===== config.mk =====
export PLATFORM = sky130hd
export DESIGN_NAME = node_initiator
export DESIGN_NICKNAME = d
export VERILOG_FILES = /design/src/rtl/node_initiator.sv
export SDC_FILE = /design/constraint.sdc
export NUM_CORES = 1
export LEC_CHECK = 0
export CAP_MARGIN = 20
export CORE_UTILIZATION = 51
export DETAILED_ROUTE_END_ITERATION = 8
export GPL_TIMING_DRIVEN = 0
export PLACE_DENSITY_LB_ADDON = 0.08
export SLEW_MARGIN = 0
export SYNTH_ARGS = -nofsm -noshare
export SYNTH_HDL_FRONTEND = slang
export SYNTH_SLANG_ARGS = --single-unit

===== constraint.sdc =====
create_clock -name CLK -period 2.56 [get_ports CLK]
set_input_delay 0.768 -clock CLK [delete_from_list [all_inputs] [get_ports CLK]]
set_output_delay 0.768 -clock CLK [all_outputs]
set_load 0.02 [all_outputs]

===== src/rtl/node_initiator.sv =====
// Initiating end of the ST/RD/RES node handshake: fans a start strobe out to two
// children, collects their results and reports a combined value upstream.
module node_initiator #(
  parameter int WIDTH   = 16,
  parameter int TIMEOUT = 255
) (
  input  logic             CLK,
  input  logic             RST,
  input  logic             ST,
  input  logic [1:0]       OP,
  output logic             RD,
  output logic [WIDTH-1:0] RES,
  output logic             ERR,
  output logic             C_ST,
  input  logic             C_RD0,
  input  logic             C_RD1,
  input  logic [WIDTH-1:0] C_RES0,
  input  logic [WIDTH-1:0] C_RES1
);

  localparam int            CW      = $clog2(TIMEOUT + 1);
  localparam logic [CW-1:0] CNT_MAX = CW'(TIMEOUT);

  localparam logic [1:0] S_IDLE    = 2'd0;
  localparam logic [1:0] S_WAIT    = 2'd1;
  localparam logic [1:0] S_COMPUTE = 2'd2;

  localparam logic [1:0] OP_ADD  = 2'd0;
  localparam logic [1:0] OP_SUB  = 2'd1;
  localparam logic [1:0] OP_MAX  = 2'd2;

  logic [1:0]       state_q, state_d;
  logic [1:0]       op_q, op_d;
  logic             rd_q, rd_d;
  logic [WIDTH-1:0] res_q, res_d;
  logic             err_q, err_d;
  logic             cst_q, cst_d;
  logic             ack0_q, ack0_d, ack1_q, ack1_d;
  logic             done0_q, done0_d, done1_q, done1_d;
  logic [WIDTH-1:0] lat0_q, lat0_d, lat1_q, lat1_d;
  logic [CW-1:0]    cnt_q, cnt_d;
  logic             st_old_q;

  logic             start;
  logic             both_done;
  logic             expired;
  logic [WIDTH-1:0] result;

  assign start     = ST && !st_old_q;
  assign both_done = done0_q && done1_q;
  assign expired   = (cnt_q == CNT_MAX);

  always_comb begin
    case (op_q)
      OP_ADD:  result = lat0_q + lat1_q;
      OP_SUB:  result = lat0_q - lat1_q;
      OP_MAX:  result = (lat0_q > lat1_q) ? lat0_q : lat1_q;
      default: result = lat0_q;
    endcase
  end

  always_comb begin
    // NOTE: every next-state signal defaults to its register so no path infers a latch.
    state_d = state_q;
    op_d    = op_q;
    rd_d    = rd_q;
    res_d   = res_q;
    err_d   = err_q;
    cst_d   = cst_q;
    ack0_d  = ack0_q;
    ack1_d  = ack1_q;
    done0_d = done0_q;
    done1_d = done1_q;
    lat0_d  = lat0_q;
    lat1_d  = lat1_q;
    cnt_d   = cnt_q;

    case (state_q)
      S_IDLE: begin
        if (start) begin
          op_d    = OP;
          rd_d    = 1'b0;
          err_d   = 1'b0;
          cst_d   = 1'b1;
          ack0_d  = 1'b0;
          ack1_d  = 1'b0;
          done0_d = 1'b0;
          done1_d = 1'b0;
          cnt_d   = '0;
          state_d = S_WAIT;
        end
      end

      S_WAIT: begin
        cnt_d = cnt_q + CW'(1);
        if (!C_RD0) ack0_d = 1'b1;
        if (!C_RD1) ack1_d = 1'b1;
        // A child's result is captured only on the edge its handshake completes.
        if (ack0_q && C_RD0 && !done0_q) begin
          done0_d = 1'b1;
          lat0_d  = C_RES0;
        end
        if (ack1_q && C_RD1 && !done1_q) begin
          done1_d = 1'b1;
          lat1_d  = C_RES1;
        end
        if (ack0_q && ack1_q) cst_d = 1'b0;

        // Result is registered on entry to COMPUTE, so RD rises one edge after both dones.
        if (both_done) begin
          res_d   = result;
          rd_d    = 1'b1;
          cst_d   = 1'b0;
          state_d = S_COMPUTE;
        end else if (expired) begin
          cst_d   = 1'b0;
          err_d   = 1'b1;
          rd_d    = 1'b1;
          state_d = S_IDLE;
        end
      end

      S_COMPUTE: begin
        rd_d    = 1'b1;
        cst_d   = 1'b0;
        state_d = S_IDLE;
      end

      default: state_d = S_IDLE;
    endcase
  end

  // NOTE: state updates use non-blocking assignments so all registers see pre-edge values.
  always_ff @(posedge CLK) begin
    st_old_q <= ST;
    if (RST) begin
      // NOTE: the latched child results are reset too; they are plain registers, not RAM.
      state_q <= S_IDLE;
      op_q    <= OP_ADD;
      rd_q    <= 1'b1;
      res_q   <= '0;
      err_q   <= 1'b0;
      cst_q   <= 1'b0;
      ack0_q  <= 1'b0;
      ack1_q  <= 1'b0;
      done0_q <= 1'b0;
      done1_q <= 1'b0;
      lat0_q  <= '0;
      lat1_q  <= '0;
      cnt_q   <= '0;
    end else begin
      state_q <= state_d;
      op_q    <= op_d;
      rd_q    <= rd_d;
      res_q   <= res_d;
      err_q   <= err_d;
      cst_q   <= cst_d;
      ack0_q  <= ack0_d;
      ack1_q  <= ack1_d;
      done0_q <= done0_d;
      done1_q <= done1_d;
      lat0_q  <= lat0_d;
      lat1_q  <= lat1_d;
      cnt_q   <= cnt_d;
    end
  end

  assign RD   = rd_q;
  assign RES  = res_q;
  assign ERR  = err_q;
  assign C_ST = cst_q;

endmodule


Word level (Yosys, flattened, before mapping):

Index checks and enable logic that the tools add are counted.

* memory bits (writable): 0
* memories: 0
* flip-flop bits (word level): 68
* input bits: 39
* bits in latches: 0
* logic and storage cells: 86
* ROM bits: 0
* output and inout port bits: 19

* divide/modulo/power cells: 0
* $mul: 0
* bitwise logic cells: 0
* add/sub/neg operators: 3
* shifts and indexed selects: 0
* equality and inequality tests: 14
* reduce and logical (&&, ||, !) cells: 27
* $lt $le $gt $ge: 1
* multiplexer cells: 27

Operators with widths (number)
* one-hot mux 16 bit (3 select lines): 1
* AND reduction 3 bit: 6
* adder 16 bit: 1
* > comparator 16 bit: 1
* 2-to-1 mux 16 bit: 1
* one-hot mux 8 bit (2 select lines): 1
* subtractor 16 bit: 1
* != test 2 bit (second input constant): 7
* 2-to-1 mux 1 bit: 12
* AND reduction 2 bit: 6
* one-hot mux 1 bit (2 select lines): 5
* adder 8 x 1 -> 8 bit (second input constant): 1
* equality test 8 bit (second input constant): 1
* 2-to-1 mux 8 bit: 1
* logical AND 1 bit: 7
* 2-to-1 mux 2 bit: 3
* one-hot mux 1 bit (3 select lines): 2
* equality test 2 x 1 -> 1 bit (second input constant): 2
* equality test 2 bit (second input constant): 2
* zero test 2 bit: 2
* != test 4 bit (second input constant): 1
* one-hot mux 2 bit (2 select lines): 1
* AND reduction 4 bit: 1
* zero test 1 bit: 3
* other kinds (3): 3

Longest topological paths before layout:

* depth after elaboration: 5
* mapped depth: 11

Least setup slack after synthesis:

No wires, ideal clock.

* path type: reg-to-reg
* start point: register lat0_q[0]
* end point: register res_q[5], in the netlist RES[5]
* arrival: 2.622 ns
* data required time: 2.434 ns
* cell stages (with the launch flop): 12
* buffers on the path: 0
* setup slack: -0.188 ns
* cells stage by stage: dfxtp_1 inv_1 ha_1 fa_1 and2b_1 o2111ai_1 and3_1 o31ai_4 nand2_4 mux2_4 a222oi_1 o21ai_1

* longest elaborated chain between the ends: 3
* elaborated cells on any way between the ends: 5

RTL lines
* from (decl): RTL line 40 `logic [WIDTH-1:0] lat0_q, lat0_d, lat1_q, lat1_d;`
* from (signal assigned): RTL line 162 `lat0_q <= lat0_d;`
* > comparator 16 bit: RTL line 57 `OP_MAX: result = (lat0_q > lat1_q) ? lat0_q : lat1_q;`
* 2-to-1 mux 16 bit: RTL line 57
* one-hot mux 16 bit (3 select lines) *: RTL line 54 `case (op_q)`
* to (signal assigned): RTL line 155 `res_q <= res_d;`
* to (decl): RTL line 35 `logic [WIDTH-1:0] res_q, res_d;`

Mark *: on every way between the ends. The rest lies on a longest branch, timed or not.
A chain may end at the register's enable or synchronous reset.

Worst setup path in the final report:

* start point: register lat1_q[9]
* end point: register res_q[12], in the netlist RES[12]

* longest elaborated chain between the ends: 3
* elaborated cells on any way between the ends: 5

RTL lines
* from (decl): RTL line 40
* from (signal assigned): RTL line 163 `lat1_q <= lat1_d;`
* > comparator 16 bit: RTL line 57
* 2-to-1 mux 16 bit: RTL line 57
* one-hot mux 16 bit (3 select lines) *: RTL line 54

Marks and branches as above.

==> out/qor.yml <==
status: "finished, violations left"
violations: "negative setup slack"
grt.total_usage: 0.337
drc: 0
die_h_microns: 97.2
hold_class: "reg -> reg"
end_kind: "flop"
slew_headroom: 0.523
worstRegToRegCells: 13
synthCells: 606
layout_commonest_cell: "nand2_1"
cts_root_buffer: "clkbuf_8"
timing.rr.start: "lat1_q[9]$_SDFFE_PP0P_"
synthFlopType: "dfxtp_1"
arrival_ns: 3.06
post-place-ws_ns: -0.552
dp_hpwl_microns: 11100
drtPass1Iterations: 4
power_density_nw_per_um2: 378
yosysSeqAreaShare: 0.295
holdPathStages: 2
hold_start: "RES[9]$_SDFFE_PP0P_"
worstSkewPairLatency_ns: 0.35
grt_antenna_before_repair: 0
multi_input_comb_area_sq_um: 3450
ff_latch_area_sq_um: 1410
syn2layout_area_growth_pct: 38.5
placed_cells: 771
fillers: 695
cap_violations: 0
overflow: 0
cp_data_required_time_ns: 2.80
crit-reg2reg-capture: "RES[12]$_SDFFE_PP0P_"
wl_per_cell_microns: 19.5
fin_nets: 789
pin_count: 58
clock.fmax_ghz: 0.354
vias: 4973
total_power_mw: 2.42
final_cell_mix: "101 x nand2_1, 63 x a21oi_1, 57 x clkdlybuf4s50_1"
postCtsHoldBufs: 0
leakage_nw: 2.54
cts_tree: "yes"
cts_buffers: 9
grt_pass1_vias: 4869
die_w_microns: 97.2
worstMarginPinSlew_ns: 0.716
ant_nets: 0
num_rows: 34
stdcell_count: 826
portBuffers: 57
fin_util: 0.730
critical_path_class: "reg -> reg"
setup_violations: 16
whs_ns: 0.449
hold_viol: 0
vdd_drop_max_v: 0.000301
diodes: 0
r2r_slack_ns: -0.26
synth_edf_count: 0
htree_num_levels: 3
grt_max_degree: 13
cp-startpoint: "lat1_q[9]$_SDFFE_PP0P_"
clk_pin_slew_worst_paths_ns: 0.09
grt_pass1_wl_microns: 25000
synth_warnings: 0
rsz0062_at_grt: "true"
synth_cell_types: 74
min_period_ns: 2.82
drt-initial-drc-count: 317
place_congestion: 0.974
fin_ws_ns: -0.264
drt-vias-per-instance: 6.02
clock_sinks: 68
core_sq_um: 8760
crit_path_start_kind: "flop"
crit_fanout: 4
final.period_utilization: 1.10
syn_nets: 682
hold_end: "RES[9]$_SDFFE_PP0P_"
drt_wl_total_microns: 16100
maxSlewViolCount: 0
synth_area_sq_um: 4620
ys_seq_elements: 68
initial_core_util: 0.527
async_reset_ff_frac: 0
fp.dieArea_sq_um: 9440
skew_ns: 0.0131
cts.path.max_buffers: 2
layout-drive-gt1-share: 0.235
avgSynthCellArea_sq_um: 7.62
## kinds of logic after synthesis
group,count (synthesis),synth area share
adders and majority gates,37,0.103
and+or+nand+nor,234,0.233
buffers and inverters,65,0.0644
xor gates and xnor gates,22,0.0417
AOI/OAI and AO/OA,168,0.235
DFF,68,0.295
muxes,12,0.0276
## stage by stage
stage	instance area, sq um	TNS [ns]
2_1_floorplan	4670	-0.202
3_3_place_gp	5380	-9.71
3_5_place_dp	5380	-11.46
4_1_cts	6150	-1.24
5_1_grt	6400	-3.66
6_report	6400	-2.31
## Yosys cell counts, types with 3 or more instances
cell	instances	area, sq um
nand2_1	101	379
dfxtp_1	68	1360
a21oi_1	65	325
nor2_1	54	203
ha_1	35	438
inv_1	34	128
o21ai_0	31	155
nand3_1	20	100
xnor2_1	17	149
clkbuf_1	16	60.1
nor3_1	11	55.1
mux2i_1	9	90.1
a31oi_1	8	50.1
a211oi_1	7	52.6
nor2b_1	7	43.8
or3_1	7	43.8
nand4_1	6	37.5
and3_1	5	31.3
buf_4	5	37.5
nand2b_1	5	31.3
o21a_1	5	37.5
xor2_1	5	43.8
a21o_1	4	30.0
a221o_1	3	30.0
buf_6	3	33.8
inv_2	3	11.3
nor4_1	3	18.8
o211ai_1	3	22.5
o21ai_1	3	15.0
o21bai_1	3	22.5
o221ai_1	3	26.3
o22ai_1	3	18.8
o31ai_1	3	22.5
## power by group
part	switching [mW]	internal (mW)	total, mW
clock	0.465	0.451	0.915
combinational	0.221	0.205	0.426
sequential	0.0148	1.06	1.08
## layer usage
layer,up-vias,GRT usage,share of wire
met2,208,0.546,0.47
met3,41,0.0655,0.072
li1,2345,-,-
met1,2379,0.435,0.43
met5,-,0,0
met4,0,0.149,0.031
## flip-flops by register name, indices dropped and copies added (netlist names)
register	flops
C_ST	1
cnt_q	8
done1_q	1
lat0_q	16
done0_q	1
ack1_q	1
state_q	2
op_q	2
ack0_q	1
ERR	1
st_old_q	1
RD	1
lat1_q	16
RES	16
## cell type report
class | count | share of cell area
Multi-Input combinational cell | 473 | 0.539
Sequential cell | 68 | 0.220
Timing Repair Buffer | 97 | 0.143
Buffer | 27 | 0.0248
Inverter | 37 | 0.0217
Tap cell | 108 | 0.0211
Clock buffer | 10 | 0.0199
Clock inverter | 6 | 0.0102
## critical path: stages (launching register included)
cell,delay (ns)
dfxtp_2,0.38
inv_2,0.06
ha_4,0.21
buf_6,0.12
a211oi_2,0.22
o21ai_2,0.09
a221oi_2,0.23
buf_4,0.18
o31ai_4,0.09
buf_6,0.14
a21oi_4,0.25
mux2_2,0.37
o21ai_1,0.25
a211oi_2,0.11
## how the worst max path moves through the flow
stage                      endpoint  cells after the start
4_1_cts        RES[15]$_SDFFE_PP0P_                     11
2_1_floorplan   RES[5]$_SDFFE_PP0P_                     11
5_1_grt         RES[0]$_SDFFE_PP0P_                     13
3_3_place_gp   RES[12]$_SDFFE_PP0P_                     11
3_5_place_dp   RES[12]$_SDFFE_PP0P_                     11
6_report       RES[12]$_SDFFE_PP0P_                     13
## repair_timing
item / in CTS / in global routing
setup buffers: 31 / 10
gates resized for setup: 87 / 43
setup endpoints to repair: 19 / 36
pin swaps: 41 / 22
No activity file was read; power rests on OpenSTA's default activity.
